--- src/rtl/output_pkt_reader.sv ---
// Packet reader: drains header+payload packets from a first-word-fall-through
// FIFO and presents them as a valid/ready beat stream with sop/eop framing.
// A 2-entry output buffer decouples the FIFO pop strobe from out_ready, so
// fifo_rd_en depends only on registered state plus the FIFO flag and en.
module output_pkt_reader #(
    parameter int DATA_WIDTH = 8,
    parameter int LEN_WIDTH  = 4,
    parameter int CNT_WIDTH  = 16
) (
    input  logic                  clk,
    input  logic                  rst_n,
    input  logic [DATA_WIDTH-1:0] fifo_dout,
    input  logic                  fifo_empty,
    output logic                  fifo_rd_en,
    input  logic                  en,
    output logic [DATA_WIDTH-1:0] out_data,
    output logic                  out_valid,
    output logic                  out_sop,
    output logic                  out_eop,
    input  logic                  out_ready,
    output logic                  busy,
    output logic [CNT_WIDTH-1:0]  pkt_cnt
);

    typedef enum logic [0:0] {
        IDLE = 1'b0,   // next FIFO word is a header
        BODY = 1'b1    // next FIFO word is payload
    } state_t;

    localparam logic [LEN_WIDTH-1:0] LEN_ZERO = {LEN_WIDTH{1'b0}};
    localparam logic [LEN_WIDTH-1:0] LEN_ONE  = LEN_WIDTH'(1);
    localparam logic [CNT_WIDTH-1:0] CNT_ONE  = CNT_WIDTH'(1);

    state_t                 state_r;
    state_t                 state_next_s;
    logic [LEN_WIDTH-1:0]   rem_r;
    logic [LEN_WIDTH-1:0]   rem_next_s;
    logic [LEN_WIDTH-1:0]   hdr_len_s;

    // Output buffer storage: two entries of {data, sop, eop}
    logic [DATA_WIDTH-1:0]  buf_data_r [0:1];
    logic [1:0]             buf_sop_r;
    logic [1:0]             buf_eop_r;
    logic                   wr_ptr_r;
    logic                   rd_ptr_r;
    logic [1:0]             count_r;

    logic                   push_s;
    logic                   pop_s;
    logic                   push_sop_s;
    logic                   push_eop_s;
    logic [CNT_WIDTH-1:0]   pkt_cnt_r;

    assign hdr_len_s = fifo_dout[LEN_WIDTH-1:0];

    // Pop only from registered state, the FIFO flag and en; out_ready never
    // reaches this path. Held off while reset is asserted.
    assign fifo_rd_en = rst_n & ~fifo_empty & (count_r != 2'd2) &
                        ((state_r == BODY) | en);
    assign push_s     = fifo_rd_en;
    assign pop_s      = out_valid & out_ready;

    assign out_valid  = (count_r != 2'd0);
    assign out_data   = out_valid ? buf_data_r[rd_ptr_r] : {DATA_WIDTH{1'b0}};
    assign out_sop    = out_valid & buf_sop_r[rd_ptr_r];
    assign out_eop    = out_valid & buf_eop_r[rd_ptr_r];
    assign busy       = (state_r == BODY) | (count_r != 2'd0);
    assign pkt_cnt    = pkt_cnt_r;

    // Framing state register and remaining-payload counter
    always_ff @(posedge clk or negedge rst_n) begin
        if (!rst_n) begin
            state_r <= IDLE;
            rem_r   <= LEN_ZERO;
        end else begin
            state_r <= state_next_s;
            rem_r   <= rem_next_s;
        end
    end

    // Next-state and beat tagging for the word being popped this cycle
    always_comb begin
        state_next_s = state_r;
        rem_next_s   = rem_r;
        push_sop_s   = 1'b0;
        push_eop_s   = 1'b0;
        case (state_r)
            IDLE: begin
                push_sop_s = 1'b1;
                if (hdr_len_s == LEN_ZERO) begin
                    push_eop_s = 1'b1;
                end else begin
                    push_eop_s = 1'b0;
                end
                if (fifo_rd_en && (hdr_len_s != LEN_ZERO)) begin
                    rem_next_s   = hdr_len_s;
                    state_next_s = BODY;
                end else begin
                    rem_next_s   = rem_r;
                    state_next_s = IDLE;
                end
            end
            BODY: begin
                push_sop_s = 1'b0;
                if (rem_r == LEN_ONE) begin
                    push_eop_s = 1'b1;
                end else begin
                    push_eop_s = 1'b0;
                end
                if (fifo_rd_en) begin
                    rem_next_s = rem_r - LEN_ONE;
                    if (rem_r == LEN_ONE) begin
                        state_next_s = IDLE;
                    end else begin
                        state_next_s = BODY;
                    end
                end else begin
                    rem_next_s   = rem_r;
                    state_next_s = BODY;
                end
            end
            default: begin
                state_next_s = IDLE;
                rem_next_s   = LEN_ZERO;
            end
        endcase
    end

    // Output buffer: write popped words at the tail, retire accepted beats
    always_ff @(posedge clk or negedge rst_n) begin
        if (!rst_n) begin
            buf_data_r[0] <= {DATA_WIDTH{1'b0}};
            buf_data_r[1] <= {DATA_WIDTH{1'b0}};
            buf_sop_r     <= 2'b00;
            buf_eop_r     <= 2'b00;
            wr_ptr_r      <= 1'b0;
            rd_ptr_r      <= 1'b0;
            count_r       <= 2'd0;
        end else begin
            if (push_s) begin
                buf_data_r[wr_ptr_r] <= fifo_dout;
                buf_sop_r[wr_ptr_r]  <= push_sop_s;
                buf_eop_r[wr_ptr_r]  <= push_eop_s;
                wr_ptr_r             <= ~wr_ptr_r;
            end
            if (pop_s) begin
                rd_ptr_r <= ~rd_ptr_r;
            end
            case ({push_s, pop_s})
                2'b10:   count_r <= count_r + 2'd1;
                2'b01:   count_r <= count_r - 2'd1;
                default: count_r <= count_r;
            endcase
        end
    end

    // Completed-packet counter, bumped when the eop beat is accepted
    always_ff @(posedge clk or negedge rst_n) begin
        if (!rst_n) begin
            pkt_cnt_r <= {CNT_WIDTH{1'b0}};
        end else if (pop_s && out_eop) begin
            pkt_cnt_r <= pkt_cnt_r + CNT_ONE;
        end else begin
            pkt_cnt_r <= pkt_cnt_r;
        end
    end

endmodule

--- config.mk ---
export PLATFORM = sky130hd
export DESIGN_NAME = output_pkt_reader
export DESIGN_NICKNAME = d
export VERILOG_FILES = /design/src/rtl/output_pkt_reader.sv
export SDC_FILE = /design/constraint.sdc
export NUM_CORES = 1
export LEC_CHECK = 0
export ABC_AREA = 1
export BUFFER_PORTS_ARGS = -buffer_cell sky130_fd_sc_hd__buf_4
export CAP_MARGIN = 10
export CORE_MARGIN = 2
export CORE_UTILIZATION = 29
export CTS_BUF_LIST = sky130_fd_sc_hd__clkbuf_8
export CTS_CLUSTER_SIZE = 12
export DETAILED_ROUTE_END_ITERATION = 16
export PLACE_DENSITY = 0.47
export RECOVER_POWER = 25
export SLEW_MARGIN = 20
export SYNTH_ARGS = -nofsm -noshare
export SYNTH_HDL_FRONTEND = slang
export SYNTH_SLANG_ARGS = --single-unit
--- constraint.sdc ---
create_clock -name clk -period 4.43 [get_ports clk]
set_input_delay 0.443 -clock clk [delete_from_list [all_inputs] [get_ports clk]]
set_output_delay 0.443 -clock clk [all_outputs]
set_load 0.01 [all_outputs]
# Yosys cells after proc, flatten, opt, wreduce, memory -nomap -nowiden
# Cells that the tools add are included.
# totals
regBits,45
out_inout_bits,29
elab_cells,76
# classes
order_cmp,6
n_eq_ne,6
muxes,27
n_reduce_logical,9
add_sub_neg,4
bitwise_logic,14
# ops
cell,n
$mux W8,5
$add A16 B1 Y16 const B,1
$bwmux W16,1
$mux W1,10
$demux W8 S1,1
$mux W4,2
$pmux W4 S2,1
$and A1 B1 Y1,6
$ne A2 B2 Y1 const B,3
$pmux W1 S2,3
$bwmux W2,2
$eq A4 B1 Y1 const B,1
$ge A2 B2 Y1 const B,2
$logic_and A1 B1 Y1,4
$logic_not A4 Y1,1
$lt A1 B2 Y1 const B,2
$not A1 Y1,4
$not A1 Y2,2
$pmux W2 S2,1
$reduce_bool A2 Y1,2
$reduce_bool A4 Y1,1
$sub A4 B1 Y4 const B,1
$add A2 B1 Y2 const B,1
$eq A2 B1 Y1 const B,1
7 further kinds,8

# Longest topological paths before layout
# depth
word_depth,7
ltp_mapped,9
mapped_depth_nobuf,9

# Worst setup path after synthesis
# No wires, ideal clock.
# synth_path
kind,register -> output
start,register count_r[0]
end,output out_data[0]
slack_ps,2829
path_stages_with_launch,6
t_required_ps,3987
n_path_buf,1
t_arrival_ps,1158
path_cell_list,dfrtp_1 > inv_2 > nand2_1 > clkbuf_1 > o21ai_0 > a21oi_1
# synth_via
elab_chain_cells,2
# synth_lines
item,line,rtl
start: declaration,46,logic [1:0] count_r;
start signal: assignment,150,2'b10: count_r <= count_r + 2'd1;
start signal: assignment,151,2'b01: count_r <= count_r - 2'd1;
start signal: assignment,152,default: count_r <= count_r;
$reduce_bool A2 Y1,63,assign out_valid = (count_r != 2'd0);
net out_valid,17,"output logic out_valid,"
$mux W8,64,assign out_data = out_valid ? buf_data_r[rd_ptr_r] : {DATA_WIDTH{1'b0}};
end: declaration,16,"output logic [DATA_WIDTH-1:0] out_data,"
# The timed path passes the listed nets, and every way through them passes these cells.

# Final worst setup path
# layout_path
start,register count_r[0]
end,output out_sop
# layout_via
elab_chain_cells,2
# layout_lines
item,line,rtl
$reduce_bool A2 Y1,63,
$and A1 B1 Y1,65,assign out_sop = out_valid & buf_sop_r[rd_ptr_r];
end: declaration,18,"output logic out_sop,"
# Every way passes these cells.

==> run metrics <==
register-to-register setup slack=2.32 ns; routability congestion estimate=0.765; Post-Synth Simple-Gate Area=25.2%; Final nets=343; Cell variety after synth=26; total I/O pin count=42; starting density of the core=29.9%; Adder-Cell Fraction of Synth Area=2.18%; Leak Pwr=1.43 nW; Worst Path Required=3.99 ns; largest net degree at the start of global routing=47; Ys Warns=0; Hold Slack=0.147 ns; die area=8640 µm²; Storage cell area=1130 µm²; post-layout util=36.6%; Synth Register Bits=45; Max Root-Sink Buffers=2; die width=93.0 µm; fin crit period=2.13 ns; Synth Instances=284; H-Tree Depth=2; CTS tree=yes; number of buffers added on ports=41; pre-CTS WS=2.10 ns; DRT Pass-1 Iters=4; Core Region=7690 µm²; hold buffers post-CTS=0; Area growth syn-to-layout=22.6%; CP max FO=13; Die Y=93.0 µm; syn_area_per_cell=8.08 µm²; cts repair resizes=0; period utilization=48.1%; arrival time worst endpoint=1.69 ns; initial drt markers=48; Worst slew margin=56.5%; vias in the first global route=1923; initial antenna violation count=0; largest family of logic cells by synthesized area=simple AND/OR/NAND/NOR gates; Synth Area in Compound Gates=10.8%; Slowest cell on crit path=dfrtp_1; CP max stage delay=0.43 ns; grt ovf=0; Final Worst Setup Slack=2.30 ns; post-synthesis cell area=2300 µm²; final wirelength=5170 µm; Post-Synth XOR/XNOR Area=4.96%; Seq/Total Area, Yosys=49.0%; worst-case vdd ir drop=220 µV; crit end category=primary output; Layout Skew=0.00411 ns; final hold viol count=0; Pwr per Cell Area=590 nW/µm²; mux contribution to synthesized area=0%; first-pass GRT wire length=8870 µm; Clock transition at path regs=0.09 ns; number of post-CTS setup repair buffers=0; DRT antenna net count=0; hpwl dp=3620 µm; Multi-input gate area=991 µm²; total global-route track usage=13.1%; Post-Syn Nets=301; Final Max Slew Viols=0; CTS Buf Count=5; # setup viols final=0; status=finished clean; Max Cap Violations=0; Worst Setup Start Kind=flip-flop; Min-Delay Path Class=in2async; CP cell instances=inv_2 > nand2_1 > o21ai_0 > a21oi_1 > buf_4; DR vias/cell=4.42; ANT cells=0; post-DR wirelength/cell=12.0 µm; Residual DRC=0; share of layout cells above drive strength 1=19.3%; Max Clk Rate=469 MHz; cell row count=32; CP Class=reg2out; via count=1897; number of fill cells in the layout=837; clock latency on the worst-skew pair=0.30 ns; actual slew at the worst max-slew pin=0.652 ns; CTS Root Cell=clkbuf_8; Fin Setup TNS=0 ns; RSZ-0062 raised after global routing=no; # clock sinks=45
## cell families (layout without fill, tap and decap cells)
group	Yosys count	in the layout
compound gates	46	46
xor+xnor	13	13
fa+ha+maj	4	4
buf+inv	44	87
flops	45	45
simple gates	132	132
## layout by cell type (no fill, tap or decap)
cell        instances
ha_1                4
inv_2               2
nor2_2              2
clkinvlp_4          1
a21oi_1            11
nand3_1            12
nand4_1             2
nand3b_1            2
xnor2_1             1
nand2_1            84
buf_4              41
clkbuf_8            6
nor3_1              2
o21ai_2             4
bufinv_16           1
xor2_1             12
or2_2               1
nand2_4             1
nor2_1             23
dfrtp_1            45
or2_4               1
a21oi_2             1
clkinv_1            1
inv_1              35
nor2_8              2
o21ai_0            30
## through the flow
step | total power (W) | instances | cell area (µm²)
2_1_floorplan | 0.00108 | 284 | 2300
3_3_place_gp | 0.00134 | 421 | 2700
3_5_place_dp | 0.00134 | 421 | 2700
4_1_cts | 0.00169 | 429 | 2820
5_1_grt | 0.00181 | 429 | 2820
6_report | 0.00166 | 429 | 2820
## layout make-up
| class | count | area share (%) |
|---|---|---|
| flip-flops and latches | 45 | 40.0 |
| well taps | 102 | 4.53 |
| clock buffers | 6 | 2.93 |
| inverters | 38 | 5.07 |
| clock inverters | 2 | 1.33 |
| multi-input cells | 195 | 35.2 |
| repair buffers | 41 | 10.9 |
## sequential cells by signal, summed over array words and instances, names as in the netlist
register / flops
rem_r: 4
buf_sop_r: 2
count_r: 2
rd_ptr_r: 1
buf_data_r: 16
buf_eop_r: 2
wr_ptr_r: 1
pkt_cnt: 16
state_r: 1
## critical path: cells and delay by family, from the launching register on
kind / cells / cell delay (ns)
AO/OA/AOI/OAI: 2 / 0.37
AND/OR/NAND/NOR: 1 / 0.37
buffers and inverters: 2 / 0.22
flip-flops: 1 / 0.43
## per-layer routing
| layer | global-route usage, % | routed length (µm) | vias up |
|---|---|---|---|
| met5 | 0 | 0 | - |
| met4 | 5.39 | 90 | 0 |
| met3 | 2.98 | 239 | 8 |
| met2 | 21.7 | 2470 | 42 |
| met1 | 16.4 | 2370 | 882 |
| li1 | - | - | 965 |
## synth_stat cells
library cell  count  area, µm²
a21oi_1          11       55.1
a21oi_2           1       8.76
buf_2             2       10.0
buf_4             1       7.51
buf_6             1       11.3
clkbuf_1          2       7.51
clkinv_1          1       3.75
dfrtp_1          45       1130
ha_1              4       50.1
inv_1            35        131
inv_2             2       7.51
nand2_1          84        315
nand2_4           1       11.3
nand3_1          12       60.1
nand3b_1          2       15.0
nand4_1           2       12.5
nor2_1           23       86.3
nor2_2            2       12.5
nor2_8            2       40.0
nor3_1            2       10.0
o21ai_0          30        150
o21ai_2           4       35.0
or2_2             1       6.26
or2_4             1       8.76
xnor2_1           1       8.76
xor2_1           12        105
## where the power goes
group          switching (W)  leakage (nW)  internal, W  total [W]
Combinational       0.000375         0.797     0.000284   0.000659
Sequential          0.000121         0.576     0.000550   0.000671
Clock               0.000147        0.0574     0.000184   0.000331
Total               0.000643          1.43      0.00102    0.00166
## path summary, 6_finish.rpt
check                                 end  cells past startpoint            from
max in group asynchronous        rd_ptr_r                      1           rst_n
min reg2reg                buf_data_r[15]                      2  buf_data_r[15]
max reg2reg                   pkt_cnt[14]                      7        rd_ptr_r
min                            pkt_cnt[3]                      1           rst_n
min in group clk           buf_data_r[13]                      3    fifo_dout[5]
max                               out_sop                      5      count_r[0]
Power figures use the tool's default switching activity.
